--- src/rtl/ddr_burst_seq_if.sv ---
// rtl/ddr_burst_seq_if.sv - command, host FIFO and data-path signals of the burst sequencer
interface ddr_burst_seq_if;
    logic        CMD_WR;
    logic        CMD_RD;
    logic [1:0]  BL;
    logic [1:0]  SC_CL;
    logic        WR_DATA_REQ;
    logic [31:0] WDATA;
    logic [3:0]  WDM;
    logic        OE;
    logic [31:0] DATAIN;
    logic [3:0]  DM;
    logic [31:0] DATAOUT;
    logic [31:0] RDATA;
    logic        RD_VLD;
    logic        BUSY;
    logic        ERR;
    logic        ERR_CLR;

    modport slave (
        input  CMD_WR, CMD_RD, BL, SC_CL, WDATA, WDM, DATAOUT, ERR_CLR,
        output WR_DATA_REQ, OE, DATAIN, DM, RDATA, RD_VLD, BUSY, ERR
    );

    modport master (
        output CMD_WR, CMD_RD, BL, SC_CL, WDATA, WDM, DATAOUT, ERR_CLR,
        input  WR_DATA_REQ, OE, DATAIN, DM, RDATA, RD_VLD, BUSY, ERR
    );
endinterface

--- src/rtl/ddr_burst_seq.sv ---
// rtl/ddr_burst_seq.sv - write/read burst sequencer between SDRAM command FSM and ddr_data_path
module ddr_burst_seq #(
    parameter int RD_BASE = 6,
    parameter int ERR_EN  = 1
) (
    input  logic             CLK100,
    input  logic             RESET_N,
    ddr_burst_seq_if.slave   bus
);
    localparam int DL_W = RD_BASE + 3;

    typedef enum logic {W_IDLE, W_RUN} wstate_t;

    wstate_t          wstate_q, wstate_d;
    logic [2:0]       wcnt_q, wcnt_d;
    logic [2:0]       rcnt_q, rcnt_d;
    logic             oe_q;
    logic [31:0]      datain_q;
    logic [3:0]       dm_q;
    logic [31:0]      rdata_q;
    logic             rd_vld_q;
    logic             err_q;
    logic [DL_W-1:0]  dl_q;

    logic       wr_req;
    logic [2:0] n_words;
    logic       bl_ok, wr_ok, rd_ok;
    logic       wr_viol, rd_viol, err_set;
    logic       issue;
    logic [DL_W:0] pipe;
    logic       pre_vld;
    logic       dl_any;

    always_comb begin
        case (bus.BL)
            2'b01:   n_words = 3'd1;
            2'b10:   n_words = 3'd2;
            2'b11:   n_words = 3'd4;
            default: n_words = 3'd0;
        endcase
    end

    assign bl_ok = (bus.BL != 2'b00);
    assign wr_ok = bus.CMD_WR & ~bus.CMD_RD & bl_ok;
    assign rd_ok = bus.CMD_RD & ~bus.CMD_WR & bl_ok;

    always_ff @(posedge CLK100 or negedge RESET_N) begin
        if (!RESET_N) begin
            wstate_q <= W_IDLE;
            wcnt_q   <= 3'd0;
        end else begin
            wstate_q <= wstate_d;
            wcnt_q   <= wcnt_d;
        end
    end

    // A new write is only accepted on the final pop so back-to-back bursts stay gapless
    always_comb begin
        wstate_d = wstate_q;
        wcnt_d   = wcnt_q;
        wr_viol  = 1'b0;
        case (wstate_q)
            W_IDLE: begin
                if (wr_ok) begin
                    wstate_d = W_RUN;
                    wcnt_d   = n_words;
                end
            end
            W_RUN: begin
                if (wcnt_q == 3'd1) begin
                    if (wr_ok) begin
                        wcnt_d = n_words;
                    end else begin
                        wstate_d = W_IDLE;
                        wcnt_d   = 3'd0;
                    end
                end else begin
                    wcnt_d  = wcnt_q - 3'd1;
                    wr_viol = wr_ok;
                end
            end
            default: begin
                wstate_d = W_IDLE;
                wcnt_d   = 3'd0;
            end
        endcase
    end

    always_comb begin
        wr_req = (wstate_q == W_RUN);
    end

    always_comb begin
        rd_viol = 1'b0;
        if (rd_ok && (rcnt_q <= 3'd1)) begin
            rcnt_d = n_words;
        end else begin
            rcnt_d  = (rcnt_q != 3'd0) ? rcnt_q - 3'd1 : 3'd0;
            rd_viol = rd_ok;
        end
    end

    assign issue   = (rcnt_q != 3'd0);
    assign pipe    = {dl_q, issue};
    assign err_set = (bus.CMD_WR & bus.CMD_RD)
                   | ((bus.CMD_WR | bus.CMD_RD) & ~bl_ok)
                   | wr_viol | rd_viol;

    // Registering RD_VLD from the stage before the tap puts it exactly L cycles after issue
    always_comb begin
        pre_vld = 1'b0;
        dl_any  = 1'b0;
        for (int k = 0; k <= DL_W; k++) begin
            if (k == RD_BASE - 1 + int'(bus.SC_CL)) pre_vld = pipe[k];
        end
        for (int k = 0; k < DL_W; k++) begin
            if (k <= RD_BASE - 1 + int'(bus.SC_CL)) dl_any = dl_any | dl_q[k];
        end
    end

    always_ff @(posedge CLK100 or negedge RESET_N) begin
        if (!RESET_N) begin
            oe_q     <= 1'b0;
            datain_q <= 32'd0;
            dm_q     <= 4'd0;
            rcnt_q   <= 3'd0;
            dl_q     <= '0;
            rd_vld_q <= 1'b0;
            rdata_q  <= 32'd0;
            err_q    <= 1'b0;
        end else begin
            oe_q <= wr_req;
            if (wr_req) begin
                datain_q <= bus.WDATA;
                dm_q     <= bus.WDM;
            end
            rcnt_q   <= rcnt_d;
            dl_q     <= {dl_q[DL_W-2:0], issue};
            rd_vld_q <= pre_vld;
            if (pre_vld) rdata_q <= bus.DATAOUT;
            if (err_set) err_q <= 1'b1;
            else if (bus.ERR_CLR) err_q <= 1'b0;
        end
    end

    assign bus.WR_DATA_REQ = wr_req;
    assign bus.OE          = oe_q;
    assign bus.DATAIN      = datain_q;
    assign bus.DM          = dm_q;
    assign bus.RDATA       = rdata_q;
    assign bus.RD_VLD      = rd_vld_q;
    assign bus.BUSY        = wr_req | oe_q | issue | dl_any;
    assign bus.ERR         = (ERR_EN != 0) && err_q;
endmodule

--- src/flat_wrapper.sv ---
// flat-port wrapper written by rule: the top's interface ports become plain ports
module ddr_burst_seq_flat 
#(
    parameter int RD_BASE = 6,
    parameter int ERR_EN  = 1
)
  (CLK100, RESET_N, bus_CMD_WR, bus_CMD_RD, bus_BL, bus_SC_CL, bus_WDATA, bus_WDM, bus_DATAOUT, bus_ERR_CLR, bus_WR_DATA_REQ, bus_OE, bus_DATAIN, bus_DM, bus_RDATA, bus_RD_VLD, bus_BUSY, bus_ERR);
  ddr_burst_seq_if bus_i ();
  input  logic CLK100;
  input  logic RESET_N;
  input wire logic [$bits(bus_i.CMD_WR)-1:0] bus_CMD_WR;
  input wire logic [$bits(bus_i.CMD_RD)-1:0] bus_CMD_RD;
  input wire logic [$bits(bus_i.BL)-1:0] bus_BL;
  input wire logic [$bits(bus_i.SC_CL)-1:0] bus_SC_CL;
  input wire logic [$bits(bus_i.WDATA)-1:0] bus_WDATA;
  input wire logic [$bits(bus_i.WDM)-1:0] bus_WDM;
  input wire logic [$bits(bus_i.DATAOUT)-1:0] bus_DATAOUT;
  input wire logic [$bits(bus_i.ERR_CLR)-1:0] bus_ERR_CLR;
  output wire logic [$bits(bus_i.WR_DATA_REQ)-1:0] bus_WR_DATA_REQ;
  output wire logic [$bits(bus_i.OE)-1:0] bus_OE;
  output wire logic [$bits(bus_i.DATAIN)-1:0] bus_DATAIN;
  output wire logic [$bits(bus_i.DM)-1:0] bus_DM;
  output wire logic [$bits(bus_i.RDATA)-1:0] bus_RDATA;
  output wire logic [$bits(bus_i.RD_VLD)-1:0] bus_RD_VLD;
  output wire logic [$bits(bus_i.BUSY)-1:0] bus_BUSY;
  output wire logic [$bits(bus_i.ERR)-1:0] bus_ERR;
  assign bus_i.CMD_WR = bus_CMD_WR;
  assign bus_i.CMD_RD = bus_CMD_RD;
  assign bus_i.BL = bus_BL;
  assign bus_i.SC_CL = bus_SC_CL;
  assign bus_i.WDATA = bus_WDATA;
  assign bus_i.WDM = bus_WDM;
  assign bus_i.DATAOUT = bus_DATAOUT;
  assign bus_i.ERR_CLR = bus_ERR_CLR;
  assign bus_WR_DATA_REQ = bus_i.WR_DATA_REQ;
  assign bus_OE = bus_i.OE;
  assign bus_DATAIN = bus_i.DATAIN;
  assign bus_DM = bus_i.DM;
  assign bus_RDATA = bus_i.RDATA;
  assign bus_RD_VLD = bus_i.RD_VLD;
  assign bus_BUSY = bus_i.BUSY;
  assign bus_ERR = bus_i.ERR;
  ddr_burst_seq #(.RD_BASE(RD_BASE), .ERR_EN(ERR_EN)) u_core (.CLK100(CLK100), .RESET_N(RESET_N), .bus(bus_i));
endmodule
--- config.mk ---
export PLATFORM = sky130hd
export DESIGN_NAME = ddr_burst_seq_flat
export DESIGN_NICKNAME = d
export VERILOG_FILES = /design/src/rtl/ddr_burst_seq_if.sv /design/src/rtl/ddr_burst_seq.sv /design/src/flat_wrapper.sv
export SDC_FILE = /design/constraint.sdc
export NUM_CORES = 1
export LEC_CHECK = 0
export CAP_MARGIN = 5
export CORE_AREA = 2 2 91 93
export CTS_CLUSTER_DIAMETER = 60
export DETAILED_ROUTE_END_ITERATION = 7
export DIE_AREA = 0 0 93 95
export PLACE_DENSITY = 0.94
export SLEW_MARGIN = 20
export SYNTH_ARGS = -nofsm -noshare
export SYNTH_HDL_FRONTEND = slang
export SYNTH_SLANG_ARGS = --single-unit
--- constraint.sdc ---
create_clock -name CLK100 -period 2.38 [get_ports CLK100]
set_input_delay 0.238 -clock CLK100 [delete_from_list [all_inputs] [get_ports CLK100]]
set_output_delay 0.238 -clock CLK100 [all_outputs]
set_load 0.005 [all_outputs]
==> flow_summary_export.csv <==
group,metric,value,unit
outcome,status,"complete, no violations",
finish,n_antenna_cell,0,
sta,whs,0.386,ns
sta,slew_viol_final,0,
worst_hold_path,min_path_type,"flop to flop",
finish,drive_gt1_frac,0.238,
drt,drt_iter0_markers,55,
global_routing,overflow,0,
placement,postPlaceCellArea,0.00511,sq mm
critical_path,rrSetupSlack,0.79,ns
synth,syn_area,0.00348,sq mm
sta,setup_slack,0.194,ns
die,dieArea,0.00884,sq mm
drt,ant_nets,0,
placement,dp.cells,471,
sta,rsz0062_at_grt,"no",
synth,avgSynthCellArea,15.8,sq um
clock_network,cts.reportedPaths.clkPinSlew,0.08,ns
critical_path,crit_slowest_cell,"or4_1",
drt,routedWlPerCell,16.3,um
sta,min_period_over_period,0.919,
finish,fillers,580,
global_routing,antenna_found_initial,0,
critical_path,crit_chain,"or4_1, nor3_1, o2111ai_1, clkdlybuf4s50_1",
critical_path,max_stage_delay,0.51,ns
drt,routed_wirelength,7940,um
sta,hold_viol,0,
synth,syn_nets,302,
die,fp.coreArea,0.00793,sq mm
critical_path,cp_num_buf_inv,1,
clock_network,cts_max_level,3,
die,die_h,95,um
synth,syn_inst,221,
placement,place_congestion,0.840,
synth,async_flop_share,1.00,
clock_network,cts_tree,"built",
clock_network,clk_latency,0.34,ns
finish,num-nets-final,459,
synth,synth.distinct_cells,30,
power,finalPower,6.77,mW
finish,final_area,0.00535,sq mm
clock_network,numCtsBuffers,9,
power,peakVddDrop,0.619,mV
finish,fin_cells,487,
die,dieWidth,93,um
clock_network,cts_root_buffer,"clkbuf_8",
critical_path,cp.required,2.14,ns
die,io_pins,150,
placement,hpwl,5960,um
synth,synthTopCellsByCount,"87 x dfrtp_1, 39 x mux2_2, 30 x mux2_4, 9 x inv_1, 6 x nand2_1",
global_routing,grt.total_usage,0.181,
placement,place_ws,0.304,ns
drt,drt_pass1_iterations,4,
drt,drcViolationCount,0,
die,floorplan.initialDensity,0.440,
synth,synthFlopType,"dfrtp_1",
die,rows,33,
sta,post-route-min-period,2.19,ns
sta,slew_headroom,0.643,
critical_path,cp-end-kind,"output pin",
critical_path,path_class,"flop to output pin",
synth,ys_seq_area_frac,0.625,
global_routing,grt_max_degree,48,
finish,area_delta_synth_final,53.5,%
synth,yosysTopAreaCell,"dfrtp_1",
synth,yosys-top-cells-area,"dfrtp_1 62%, mux2_4 13%, mux2_2 13%",
placement,port_buffers,149,
synth,yosysTopAreaCellShare,0.625,
synth,ys_seq_elements,87,
critical_path,path_delay_family,"simple AND/OR/NAND/NOR gates",
sta,fmax,0.457,GHz
clock_network,cts_buffer_depth,2,
global_routing,grt_first_pass_wirelength,12300,um
power,leakage,2.33,nW
sta,final.setup.tns,0,ns
run,max-cap-violations,0,
critical_path,cp-start-kind,"flop",
critical_path,arrival,1.95,ns
synth,synth.most_common_cell,"dfrtp_1",
sta,worstMarginPinSlew,0.535,ns
drt,via_per_inst,4.86,
power,p_per_area,1270,mW/mm^2
clock_network,clock-sinks,87,
synth,ys_warn_count,0,
sta,finalSetupViolCount,0,
clock_network,cts-resized-gates,0,
critical_path,worstPathMaxFanout,2,
sta,finClkSkew,0.00919,ns
finish,post-route-util,0.675,
global_routing,grt_pass1_vias,2467,
synth,synth_edf_count,0,
drt,vias,2365,
[sequential cells by signal, summed over array words and instances, names as in the netlist]
register,cells
u_core.bus.DM,4
u_core.dl_q,9
u_core.wcnt_q,3
u_core.bus.OE,1
u_core.bus.RD_VLD,1
u_core.rcnt_q,3
u_core.bus.ERR,1
u_core.bus.WR_DATA_REQ,1
u_core.bus.DATAIN,32
u_core.bus.RDATA,32
[layer usage]
| metal | vias to the layer above | share of wire | wire length (um) | track usage |
|---|---|---|---|---|
| li1 | 1095 | - | - | - |
| met4 | 0 | 0.0097 | 77 | 0.0551 |
| met1 | 1172 | 0.41 | 3270 | 0.225 |
| met5 | - | 0 | 0 | 0 |
| met2 | 89 | 0.52 | 4090 | 0.316 |
| met3 | 9 | 0.063 | 502 | 0.0423 |
[final timing paths]
path | to | from | cells past startpoint
max | bus_BUSY | u_core.dl_q[2] | 4
min | u_core.dl_q[1] | u_core.dl_q[0] | 0
max reg2reg | u_core.bus.DATAIN[13] | u_core.bus.WR_DATA_REQ | 2
min reg2reg | u_core.dl_q[1] | u_core.dl_q[0] | 0
max in group asynchronous | u_core.bus.DM[2] | RESET_N | 3
min in group asynchronous | u_core.bus.RDATA[12] | RESET_N | 2
[worst reg2reg max path, delay by kind of cell (launching register included)]
| kind | cells | cell delay [ns] |
|---|---|---|
| buf+inv | 1 | 0.41 |
| mux | 1 | 0.40 |
| flops | 1 | 0.66 |
[final cells by class]
| class | instances | area [sq um] | share of cell area |
|---|---|---|---|
| multi-input combinational | 117 | 1220 | 0.228 |
| clock inverter | 5 | 106 | 0.0199 |
| inverter | 9 | 33.8 | 0.00631 |
| clock buffer | 10 | 128 | 0.0239 |
| timing repair buffer | 154 | 1550 | 0.290 |
| tap | 105 | 131 | 0.0246 |
| sequential | 87 | 2180 | 0.407 |
[power by group]
group	switching, mW	internal, mW
clock network	0.504	0.696
registers	0.462	2.18
logic	0.900	2.03
[layout by cell type, fill, tap and decap left out, types with 4 or more instances in the layout]
cell type,n
a21oi_1,4
mux2_2,39
dfrtp_1,86
nand3_1,4
mux2_4,30
inv_1,9
clkdlybuf4s50_1,148
ha_1,4
nand2_1,6
clkbuf_8,9
[cells by family (layout without fill, tap and decap cells)]
family          after synthesis  after routing  synth area share
compound gates               17             17            0.0359
fa+ha+maj                     4              4            0.0144
buf+inv                      17            178            0.0255
flops                        87             87             0.625
mux                          72             72             0.264
simple gates                 24             24            0.0356
[what timing repair did]
item,CTS,global route
setup buffers,0,0
hold endpoints to repair,40,0
hold buffers,1,0
(Power assumes the default switching activity.)
